==> src/rtl/vin_pkg.sv <==
// vin_pkg: shared state encoding and default sizing for the video-input source controller.
package vin_pkg;
  typedef enum logic [1:0] {INT_RUN, WAIT_EXT, EXT_RUN, RESTART_INT} vin_state_e;
  localparam int LOCK_FRAMES_DEF = 4;
  localparam int TIMEOUT_CYCLES_DEF = 2000000;
  localparam int LINE_W_DEF = 12;
  localparam int PIX_W = 8;
  localparam int FB_W = 8;
  function automatic int wd_width(input int timeout_cycles);
    return $clog2(timeout_cycles);
  endfunction
endpackage

==> src/rtl/vin_sig_detect.sv <==
// vin_sig_detect: external vsync/hsync edge detection, per-frame line check, lock tracking and loss watchdog.
module vin_sig_detect
  import vin_pkg::*;
#(
  parameter int LOCK_FRAMES    = LOCK_FRAMES_DEF,
  parameter int TIMEOUT_CYCLES = TIMEOUT_CYCLES_DEF,
  parameter int LINE_W         = LINE_W_DEF
) (
  input  logic clk,
  input  logic rst,
  input  logic ext_vsync,
  input  logic ext_hsync,
  output logic vs_rise,
  output logic frame_valid,
  output logic frame_invalid,
  output logic timeout,
  output logic locked
);
  localparam int WD_W = wd_width(TIMEOUT_CYCLES);
  localparam int LK_W = $clog2(LOCK_FRAMES + 1);
  localparam logic [LINE_W-1:0] LINE_MAX = '1;
  localparam logic [WD_W-1:0] WD_END = WD_W'(TIMEOUT_CYCLES - 1);
  localparam logic [LK_W-1:0] LK_MAX = LK_W'(LOCK_FRAMES);
  logic vs_q, hs_q, hs_rise, to_q, to_d, locked_q, locked_d;
  logic [LINE_W-1:0] line_q, line_d, last_lines_q, last_lines_d;
  logic [WD_W-1:0] wd_q, wd_d;
  logic [LK_W-1:0] lock_q, lock_d;
  always_comb begin
    vs_rise = ext_vsync & ~vs_q;
    hs_rise = ext_hsync & ~hs_q;
    frame_valid = vs_rise & (line_q != '0) & (line_q != LINE_MAX) & (line_q == last_lines_q);
    frame_invalid = vs_rise & ~frame_valid;
    // a vsync rise in the expiry cycle suppresses the timeout; to_q keeps it to one pulse
    timeout = ~vs_rise & ~to_q & (wd_q == WD_END);
    to_d = vs_rise ? 1'b0 : (to_q | timeout);
    wd_d = vs_rise ? '0 : (wd_q != WD_END) ? wd_q + 1'b1 : wd_q;
    line_d = vs_rise ? '0 : (hs_rise && line_q != LINE_MAX) ? line_q + 1'b1 : line_q;
    last_lines_d = vs_rise ? line_q : timeout ? '0 : last_lines_q;
    lock_d = (frame_invalid | timeout) ? '0 : (frame_valid && lock_q != LK_MAX) ? lock_q + 1'b1 : lock_q;
    locked_d = lock_d == LK_MAX;
    locked = locked_q;
  end
  always_ff @(posedge clk or posedge rst) begin
    if (rst) begin
      vs_q <= 1'b0;
      hs_q <= 1'b0;
      to_q <= 1'b0;
      wd_q <= '0;
      line_q <= '0;
      last_lines_q <= '0;
      lock_q <= '0;
      locked_q <= 1'b0;
    end else begin
      vs_q <= ext_vsync;
      hs_q <= ext_hsync;
      to_q <= to_d;
      wd_q <= wd_d;
      line_q <= line_d;
      last_lines_q <= last_lines_d;
      lock_q <= lock_d;
      locked_q <= locked_d;
    end
  end
endmodule

==> src/rtl/vin_src_ctrl.sv <==
// vin_src_ctrl: frame-aligned selection between external video and the internal pattern generator,
// with automatic fallback to the internal source on lost or unstable external signal.
module vin_src_ctrl
  import vin_pkg::*;
#(
  parameter int LOCK_FRAMES    = LOCK_FRAMES_DEF,
  parameter int TIMEOUT_CYCLES = TIMEOUT_CYCLES_DEF,
  parameter int LINE_W         = LINE_W_DEF
) (
  input  logic             clk,
  input  logic             rst,
  input  logic             force_int,
  input  logic             force_ext,
  input  logic             ext_vsync,
  input  logic             ext_hsync,
  input  logic             ext_de,
  input  logic [PIX_W-1:0] ext_pixel,
  input  logic             int_vsync,
  input  logic             int_hsync,
  input  logic             int_de,
  input  logic [PIX_W-1:0] int_pixel,
  output logic             int_rst,
  output logic             o_vsync,
  output logic             o_hsync,
  output logic             o_de,
  output logic [PIX_W-1:0] o_pixel,
  output logic             sel_ext,
  output logic             locked,
  output logic [FB_W-1:0]  fallback_cnt
);
  vin_state_e state_q, state_d;
  logic [PIX_W+2:0] out_q, out_d;
  logic sel_ext_q, sel_ext_d, int_rst_q, int_rst_d, vs_rise, frame_valid, frame_invalid, timeout, ext_bad;
  logic [FB_W-1:0] fb_q, fb_d;
  vin_sig_detect #(
    .LOCK_FRAMES(LOCK_FRAMES),
    .TIMEOUT_CYCLES(TIMEOUT_CYCLES),
    .LINE_W(LINE_W)
  ) u_sd (
    .clk(clk),
    .rst(rst),
    .ext_vsync(ext_vsync),
    .ext_hsync(ext_hsync),
    .vs_rise(vs_rise),
    .frame_valid(frame_valid),
    .frame_invalid(frame_invalid),
    .timeout(timeout),
    .locked(locked)
  );
  always_comb begin
    ext_bad = ~force_ext & (timeout | frame_invalid);
    state_d = state_q;
    case (state_q)
      INT_RUN: state_d = ((locked | force_ext) & ~force_int) ? WAIT_EXT : INT_RUN;
      // a rise that is itself a bad frame only commits to external if lock still stands or is forced
      WAIT_EXT: state_d = force_int ? INT_RUN :
                          (vs_rise & (frame_valid | locked | force_ext)) ? EXT_RUN :
                          (~locked & ~force_ext) ? INT_RUN : WAIT_EXT;
      EXT_RUN: state_d = (force_int | ext_bad) ? RESTART_INT : EXT_RUN;
      default: state_d = INT_RUN;
    endcase
    out_d = (state_d == EXT_RUN) ? {ext_vsync, ext_hsync, ext_de, ext_pixel} :
            (state_d == INT_RUN) ? {int_vsync, int_hsync, int_de, int_pixel} : '0;
    sel_ext_d = state_d == EXT_RUN;
    int_rst_d = state_d == RESTART_INT;
    fb_d = (state_q == EXT_RUN && !force_int && ext_bad && fb_q != '1) ? fb_q + 1'b1 : fb_q;
  end
  always_ff @(posedge clk or posedge rst) begin
    if (rst) begin
      state_q <= INT_RUN;
      out_q <= '0;
      sel_ext_q <= 1'b0;
      int_rst_q <= 1'b1;
      fb_q <= '0;
    end else begin
      state_q <= state_d;
      out_q <= out_d;
      sel_ext_q <= sel_ext_d;
      int_rst_q <= int_rst_d;
      fb_q <= fb_d;
    end
  end
  assign {o_vsync, o_hsync, o_de, o_pixel} = out_q;
  assign sel_ext = sel_ext_q;
  assign int_rst = int_rst_q;
  assign fallback_cnt = fb_q;
endmodule

==> config.mk <==
export PLATFORM = sky130hd
export DESIGN_NAME = vin_src_ctrl
export DESIGN_NICKNAME = d
export VERILOG_FILES = /design/src/rtl/vin_pkg.sv /design/src/rtl/vin_sig_detect.sv /design/src/rtl/vin_src_ctrl.sv
export SDC_FILE = /design/constraint.sdc
export NUM_CORES = 1
export LEC_CHECK = 0
export BUFFER_PORTS_ARGS = -buffer_cell sky130_fd_sc_hd__buf_2
export CELL_PAD_IN_SITES_DETAIL_PLACEMENT = 0
export CELL_PAD_IN_SITES_GLOBAL_PLACEMENT = 1
export CORE_MARGIN = 2
export CORE_UTILIZATION = 45
export CTS_CLUSTER_SIZE = 40
export DETAILED_ROUTE_END_ITERATION = 7
export PLACE_DENSITY_LB_ADDON = 0.1
export SLEW_MARGIN = 20
export SYNTH_ARGS = -nofsm -noshare
export SYNTH_HDL_FRONTEND = slang
export SYNTH_SLANG_ARGS = --single-unit
export TNS_END_PERCENT = 1
==> constraint.sdc <==
create_clock -name clk -period 2.6 [get_ports clk]
set_input_delay 0.52 -clock clk [delete_from_list [all_inputs] [get_ports clk]]
set_output_delay 0.52 -clock clk [all_outputs]
set_load 0.02 [all_outputs]
==> flow_metrics.py, run 1 <==
metrics = {
    "worst_setup_path": {
        "cp.depth": 6,
        "start_kind": "flip-flop",
        "cp_top_family": "simple AND/OR/NAND/NOR gates",
        "endpoint": "fallback_cnt[1]$_DFFE_PP0P_",
        "crit_chain": "or4_4 -> nor4_4 -> a31oi_4 -> a21oi_4 -> nand2_2 -> mux2_1",
        "cp_max_fo": 9,
        "r2r_end": "fallback_cnt[1]$_DFFE_PP0P_",
        "crit_path_max_incr_delay_ns": 0.55,
        "cp-startpoint": "u_sd.wd_q[11]$_DFFE_PP0P_",
        "rr_startpoint": "u_sd.wd_q[11]$_DFFE_PP0P_",
        "critPathRequiredTime_ns": 2.82,
        "critPathSlowestCell": "or4_4",
        "r2r_cells": 6,
        "crit_path_end_kind": "flip-flop",
        "crit_buf_inv": 0,
        "critPathKind": "reg -> reg",
        "critical_path_arrival_ns": 2.60,
        "r2r_slack_ns": 0.22,
    },
    "run_status": {
        "status": "complete, no violations",
    },
    "grt": {
        "grt_pass1_vias": 2548,
        "grt_max_degree": 45,
        "antenna_found_initial": 0,
        "grt_usage_pct": 17.89,
        "overflow": 0,
        "grt_pass1_wl_mm": 12.50,
    },
    "synthesis": {
        "yosysSeqAreaShare_pct": 50.95,
        "synthArstFlopShare_pct": 100.0,
        "synthAdderAreaFrac_pct": 2.037,
        "yosysTopAreaCell": "dfrtp_1",
        "yosys.area_share.simple_pct": 19.93,
        "synthMuxAreaShare_pct": 3.564,
        "synth_xor_area_share_pct": 10.93,
        "synth.distinct_cells": 50,
        "synth-compound-area-share_pct": 9.267,
        "avgSynthCellArea_um2": 10.59,
        "netlist_area_mm2": 0.003686,
        "syn-instance-count": 348,
        "synth_commonest_cells": "74 x dfrtp_1, 54 x nor2_1, 34 x xnor2_1",
        "synth_top_area_share_pct": 50.24,
        "synth_edf_count": 0,
        "yosysWarnings": 0,
        "synthFlopType": "dfrtp_1",
        "ys_top_cells_by_area": "dfrtp_1 50%, xnor2_1 8.1%, nor2_1 5.5%",
        "syn_nets": 380,
        "synth_top_family_by_area": "simple AND/OR/NAND/NOR gates",
        "ys_ff_latch": 75,
        "yosysMostFrequentCell": "dfrtp_1",
    },
    "route": {
        "viasPerCell": 5.240,
        "highest_layer": "met4",
        "met2_length_mm": 3.520,
        "ant_nets": 0,
        "drt-met1-wl_mm": 3.647,
        "vias": 2667,
        "routed_wl_mm": 7.386,
        "route.met3.wl_um": 117,
        "drcViolationCount": 0,
        "drtPass1Iterations": 4,
        "drtIter0Drc": 89,
        "wl_per_cell_um": 14.51,
    },
    "placement": {
        "portBuffers": 47,
        "hpwl_mm": 5.131,
        "dpl_cell_area_mm2": 0.004078,
        "routabilityCongestion": 0.8216,
    },
    "sta": {
        "period_share_pct": 91.53,
        "tns_ns": 0,
        "worst_slew_pin_slew_ns": 0.6943,
        "rsz0062_at_grt": "no",
        "finalMaxSlewViolations": 0,
        "relSlewSlack_pct": 53.65,
        "period_minus_slack_ns": 2.380,
        "hold_viol_final": 0,
        "fin_skew_ns": 0.005767,
        "setup-violations-final": 0,
        "timing.fmax_ghz": 0.4202,
    },
    "final_layout": {
        "finish.instance_area_mm2": 0.004265,
        "n_antenna_cell": 0,
        "layout.nets": 431,
        "areaGrowthSynthToFinish_pct": 15.72,
        "drive_gt1_share_pct": 20.79,
        "final_core_util_pct": 52.71,
        "fill_cells": 765,
    },
    "clock_tree": {
        "holdBufCountCts": 0,
        "postCtsResizedCells": 0,
        "path_clk_slew_ns": 0.08,
        "clock_path_buffers": 2,
        "htree_levels": 3,
        "postCtsSetupRepairBufs": 0,
        "clkLatencyLatePin_ns": 0.34,
        "cts_tree": "yes",
        "cts_root_buf": "clkbuf_8",
        "cts.sinks": 75,
        "cts_buffers": 9,
    },
    "floorplan": {
        "fp.coreArea_mm2": 0.008093,
        "start_util_pct": 45.55,
        "rows": 33,
        "io_pins": 48,
        "dieArea_mm2": 0.008931,
        "die_y_um": 94.51,
        "fp.dieW_um": 94.51,
    },
    "power": {
        "vdd_drop_max_mv": 0.3162,
        "p_leak_uw": 0.001966,
        "total_power_uw": 2671,
        "power_density_mw_per_mm2": 626.2,
    },
    "job": {
        "maxCapViolCount": 0,
    },
    "min_path": {
        "hold_class": "in -> async",
    },
}
## per-stage QoR
step           setup slack, ns  hold WS [ns]  instances
6_report                0.2202        0.2712        509
5_1_grt                0.03058        0.3039        509
4_1_cts                 0.2048        0.2924        509
3_5_place_dp            0.2469        0.4956        493
3_3_place_gp            0.3066        0.4769        493
2_1_floorplan           0.1717        0.4662        348
## logic make-up after synthesis
family                   after synthesis
adder cells (fa/ha/maj)                6
multiplexers                          13
AO/OA/AOI/OAI                         38
flip-flops                            75
XOR/XNOR                              46
AND/OR/NAND/NOR                      140
buffers and inverters                 30
## metal layers
metal / vias to the layer above / global-route usage, %
met5: - / 0
met4: 0 / 7.246
met3: 10 / 3.113
met2: 19 / 26.96
met1: 1322 / 25.67
li1: 1316 / -
## placed cells by master, fill, tap and decap left out, types with 2 or more instances in the layout
cell / instances
a21o_1: 3
a21oi_1: 6
a22o_1: 12
a311oi_2: 2
and3_1: 10
and4_1: 4
buf_2: 47
buf_4: 10
clkbuf_1: 4
clkbuf_8: 10
dfrtp_1: 74
ha_1: 6
inv_1: 11
mux2i_1: 12
nand2_1: 11
nand3_1: 17
nand4_1: 10
nor2_1: 54
nor2b_1: 2
nor3_1: 7
nor4_1: 6
nor4b_1: 4
o21ai_0: 4
or3_1: 3
xnor2_1: 34
xor2_1: 12
## sequential cells by signal (all words and copies together), names as in the netlist
name / cells
fallback_cnt: 8
int_rst: 1
out_q: 11
sel_ext: 1
state_q: 2
u_sd.hs_q: 1
u_sd.last_lines_q: 12
u_sd.line_q: 12
u_sd.lock_q: 3
u_sd.locked: 1
u_sd.to_q: 1
u_sd.vs_q: 1
u_sd.wd_q: 21
## cell type report
cell class	instances	area (um2)	area share, %
Clock buffer	14	152.6	3.579
Inverter	12	45.04	1.056
Timing Repair Buffer	58	330.3	7.744
Multi-Input combinational cell	243	1693	39.69
Tap cell	105	131.4	3.080
Clock inverter	2	35.03	0.8214
Sequential cell	75	1878	44.03
## power by group
| part | switching, uW | internal, uW |
|---|---|---|
| logic | 267 | 197 |
| clock network | 407 | 471 |
| registers | 73.7 | 1260 |
## worst min-delay path by stage
stage                                        endpoint  cells after the start  slack, ns
final                              out_q[7]$_DFF_PP0_                      2       0.27
after global routing              u_sd.hs_q$_DFF_PP0_                      1       0.30
after CTS                          out_q[7]$_DFF_PP0_                      2       0.29
after detailed placement  fallback_cnt[4]$_DFFE_PP0P_                      1       0.50
after global placement    fallback_cnt[5]$_DFFE_PP0P_                      1       0.48
after floorplan                   u_sd.to_q$_DFF_PP0_                      2       0.47
(Power assumes the default switching activity.)
==> run 2, diff against run 1 <==
Settings changed: ABC_AREA set to 1, CORE_UTILIZATION 45 to 43.
==> run 2 against run 1 <==
Net effect:
- non-clock buffer count fell by 8
- utilization decreased by 1.7 points
- clock power up 9.4%
- synthesized cell count grew 39%
- hold slack worse by 0.013 ns
- flip-flop and latch count unchanged
- area after synthesis is 7.2% higher
- total power grew 1.6%
- cell area up 5.4%
- maximum frequency rose by 16%
- critical endpoint is now out_q[0]$_DFF_PP0_
- largest cell class unchanged
==> flow_metrics.py, run 2 <==
metrics = {
    "run_status": {
        "status": "complete, no violations",
    },
    "power": {
        "switching_share_pct": 29.00,
        "pwr-share-clk_pct": 35.3,
        "power_density_mw_per_mm2": 603.8,
        "p_leak_uw": 0.002336,
        "vdd_drop_max_mv": 0.3041,
        "combPwrFrac_pct": 16.1,
        "p_switching_uw": 786.9,
        "seqPwrFrac_pct": 48.6,
        "p_int_uw": 1927,
        "total_power_uw": 2714,
    },
    "placement": {
        "dpl_cell_area_mm2": 0.004282,
        "place_ws_ns": 0.5485,
        "routabilityCongestion": 0.7888,
        "portBuffers": 47,
        "hpwl_mm": 5.923,
    },
    "final_layout": {
        "fill_cells": 838,
        "layout_commonest_cell": "nand2_1",
        "reg_top3": "u_sd.wd_q (21), u_sd.last_lines_q (12), u_sd.line_q (12)",
        "final_core_util_pct": 51.04,
        "layout.nets": 564,
        "areaGrowthSynthToFinish_pct": 13.78,
        "layout_common_cells": "107 x nand2_1, 74 x dfrtp_1, 62 x inv_1, 47 x buf_2, 39 x nor2_1",
        "finish.instance_area_mm2": 0.004494,
        "largest_register_ffs": 21,
        "n_antenna_cell": 0,
        "regMostFlops": "u_sd.wd_q",
        "drive_gt1_share_pct": 18.99,
    },
    "grt": {
        "grt_usage_pct": 18.36,
        "grt_pass1_wl_mm": 14.72,
        "antenna_found_initial": 0,
        "overflow": 0,
        "grt_max_degree": 47,
        "grt_pass1_vias": 3166,
    },
    "route": {
        "drtIter0Drc": 123,
        "vias": 3280,
        "ant_nets": 0,
        "wl_per_cell_um": 13.07,
        "drcViolationCount": 0,
        "routed_wl_mm": 8.431,
        "viasPerCell": 5.085,
        "drtPass1Iterations": 4,
    },
    "worst_setup_path": {
        "r2r_slack_ns": 0.55,
        "r2r_end": "out_q[0]$_DFF_PP0_",
        "critPathKind": "reg -> reg",
        "start_kind": "flip-flop",
        "rr_startpoint": "u_sd.line_q[0]$_DFFE_PP0P_",
        "cp_max_fo": 12,
        "crit_path_end_kind": "flip-flop",
        "r2r_cells": 12,
        "critical_path_arrival_ns": 2.34,
        "critPathRequiredTime_ns": 2.88,
    },
    "sta": {
        "worst_slew_pin_slew_ns": 0.6499,
        "timing.fmax_ghz": 0.4871,
        "period_minus_slack_ns": 2.053,
        "rsz0062_at_grt": "no",
        "relSlewSlack_pct": 56.61,
        "period_share_pct": 78.96,
        "fin_skew_ns": 0.01554,
        "finalMaxSlewViolations": 0,
        "hold_viol_final": 0,
        "tns_ns": 0,
        "setup-violations-final": 0,
        "fin_ws_ns": 0.5471,
    },
    "synthesis": {
        "ys_top_cells_by_area": "dfrtp_1 47%, nand2_1 10%, inv_1 6.0%",
        "avgSynthCellArea_um2": 8.178,
        "synth_edf_count": 0,
        "synthFlopType": "dfrtp_1",
        "synthArstFlopShare_pct": 100.0,
        "netlist_area_mm2": 0.003950,
        "synth_commonest_cells": "107 x nand2_1, 74 x dfrtp_1, 63 x inv_1",
        "syn_nets": 515,
        "yosysSeqAreaShare_pct": 47.55,
        "yosysWarnings": 0,
        "syn-instance-count": 483,
        "yosysMostFrequentCell": "nand2_1",
        "yosysTopAreaCell": "dfrtp_1",
        "synth.distinct_cells": 40,
        "ys_ff_latch": 75,
        "synth_top_area_share_pct": 46.88,
    },
    "clock_tree": {
        "postCtsSetupRepairBufs": 0,
        "htree_levels": 3,
        "postCtsResizedCells": 0,
        "cts.sinks": 75,
        "clock_path_buffers": 2,
        "path_clk_slew_ns": 0.08,
        "clkLatencyLatePin_ns": 0.35,
        "cts_tree": "yes",
        "holdBufCountCts": 0,
        "cts_root_buf": "clkbuf_8",
        "cts_buffers": 9,
    },
    "floorplan": {
        "rows": 34,
        "die_y_um": 99.85,
        "io_pins": 48,
        "dieArea_mm2": 0.009969,
        "fp.dieW_um": 99.85,
        "fp.coreArea_mm2": 0.008806,
        "start_util_pct": 44.86,
    },
    "job": {
        "maxCapViolCount": 0,
    },
    "min_path": {
        "hold_class": "in -> async",
    },
}
run 2: worst max-delay path by stage:
stage / startpoint / to / slack [ns] / cells past startpoint
4_1_cts: u_sd.line_q[0]$_DFFE_PP0P_ / out_q[8]$_DFF_PP0_ / 0.54 / 12
3_3_place_gp: ext_vsync / out_q[2]$_DFF_PP0_ / 0.59 / 12
5_1_grt: u_sd.line_q[0]$_DFFE_PP0P_ / out_q[0]$_DFF_PP0_ / 0.33 / 12
2_1_floorplan: rst / fallback_cnt[0]$_DFFE_PP0P_ / 0.17 / 1
3_5_place_dp: ext_vsync / out_q[8]$_DFF_PP0_ / 0.55 / 12
6_report: u_sd.line_q[0]$_DFFE_PP0P_ / out_q[0]$_DFF_PP0_ / 0.55 / 12
run 2: cell families (layout without fill, tap and decap cells):
logic type,after synthesis,in the layout,synth area share [%]
buffers and inverters,83,137,8.616
AOI/OAI and AO/OA,66,66,9.503
and+or+nand+nor,243,243,30.22
DFF,75,75,47.55
adders and majority gates,6,6,1.900
xor gates and xnor gates,10,10,2.217
run 2: critical path: stages (launching register included):
cell and delay, ns:
dfrtp_1 0.40, inv_1 0.16, ha_1 0.17, nand3_1 0.07, nor2_1 0.09, nand2_1 0.06, nand2_1 0.11, nor2_4 0.05
nand2_4 0.08, nand2_2 0.06, a21oi_2 0.48, nand4_1 0.16, nand2_1 0.09
run 2: cell type report:
cell class | instances | area (um2) | area share (%)
multi-input combinational | 325 | 1732 | 38.53
timing repair buffer | 50 | 270.3 | 6.013
inverter | 71 | 266.5 | 5.930
clock buffer | 12 | 165.2 | 3.675
tap | 108 | 135.1 | 3.007
clock inverter | 4 | 47.55 | 1.058
sequential | 75 | 1878 | 41.79
run 2: stage by stage:
step | hold slack [ns] | std cells
after floorplan | 0.4554 | 483
after global placement | 0.4790 | 629
after detailed placement | 0.4934 | 629
after CTS | 0.2702 | 645
after global routing | 0.2967 | 645
final | 0.2580 | 645
run 2: power groups by stage:
stage	clock network, uW	logic [uW]	registers, uW
floorplan	0	268	1380
global placement	0	434	1340
detailed placement	0	442	1340
CTS	978	444	1320
global route	1030	495	1330
finish	959	436	1320
run 2: metal layers:
metal  global-route usage [%]  routed length (um)  vias up
li1                         -                   -     1686
met1                    26.50                4233     1514
met2                    27.34                3655       72
met3                    4.039                 433        8
met4                    6.639                 108        0
met5                        0                   0        -
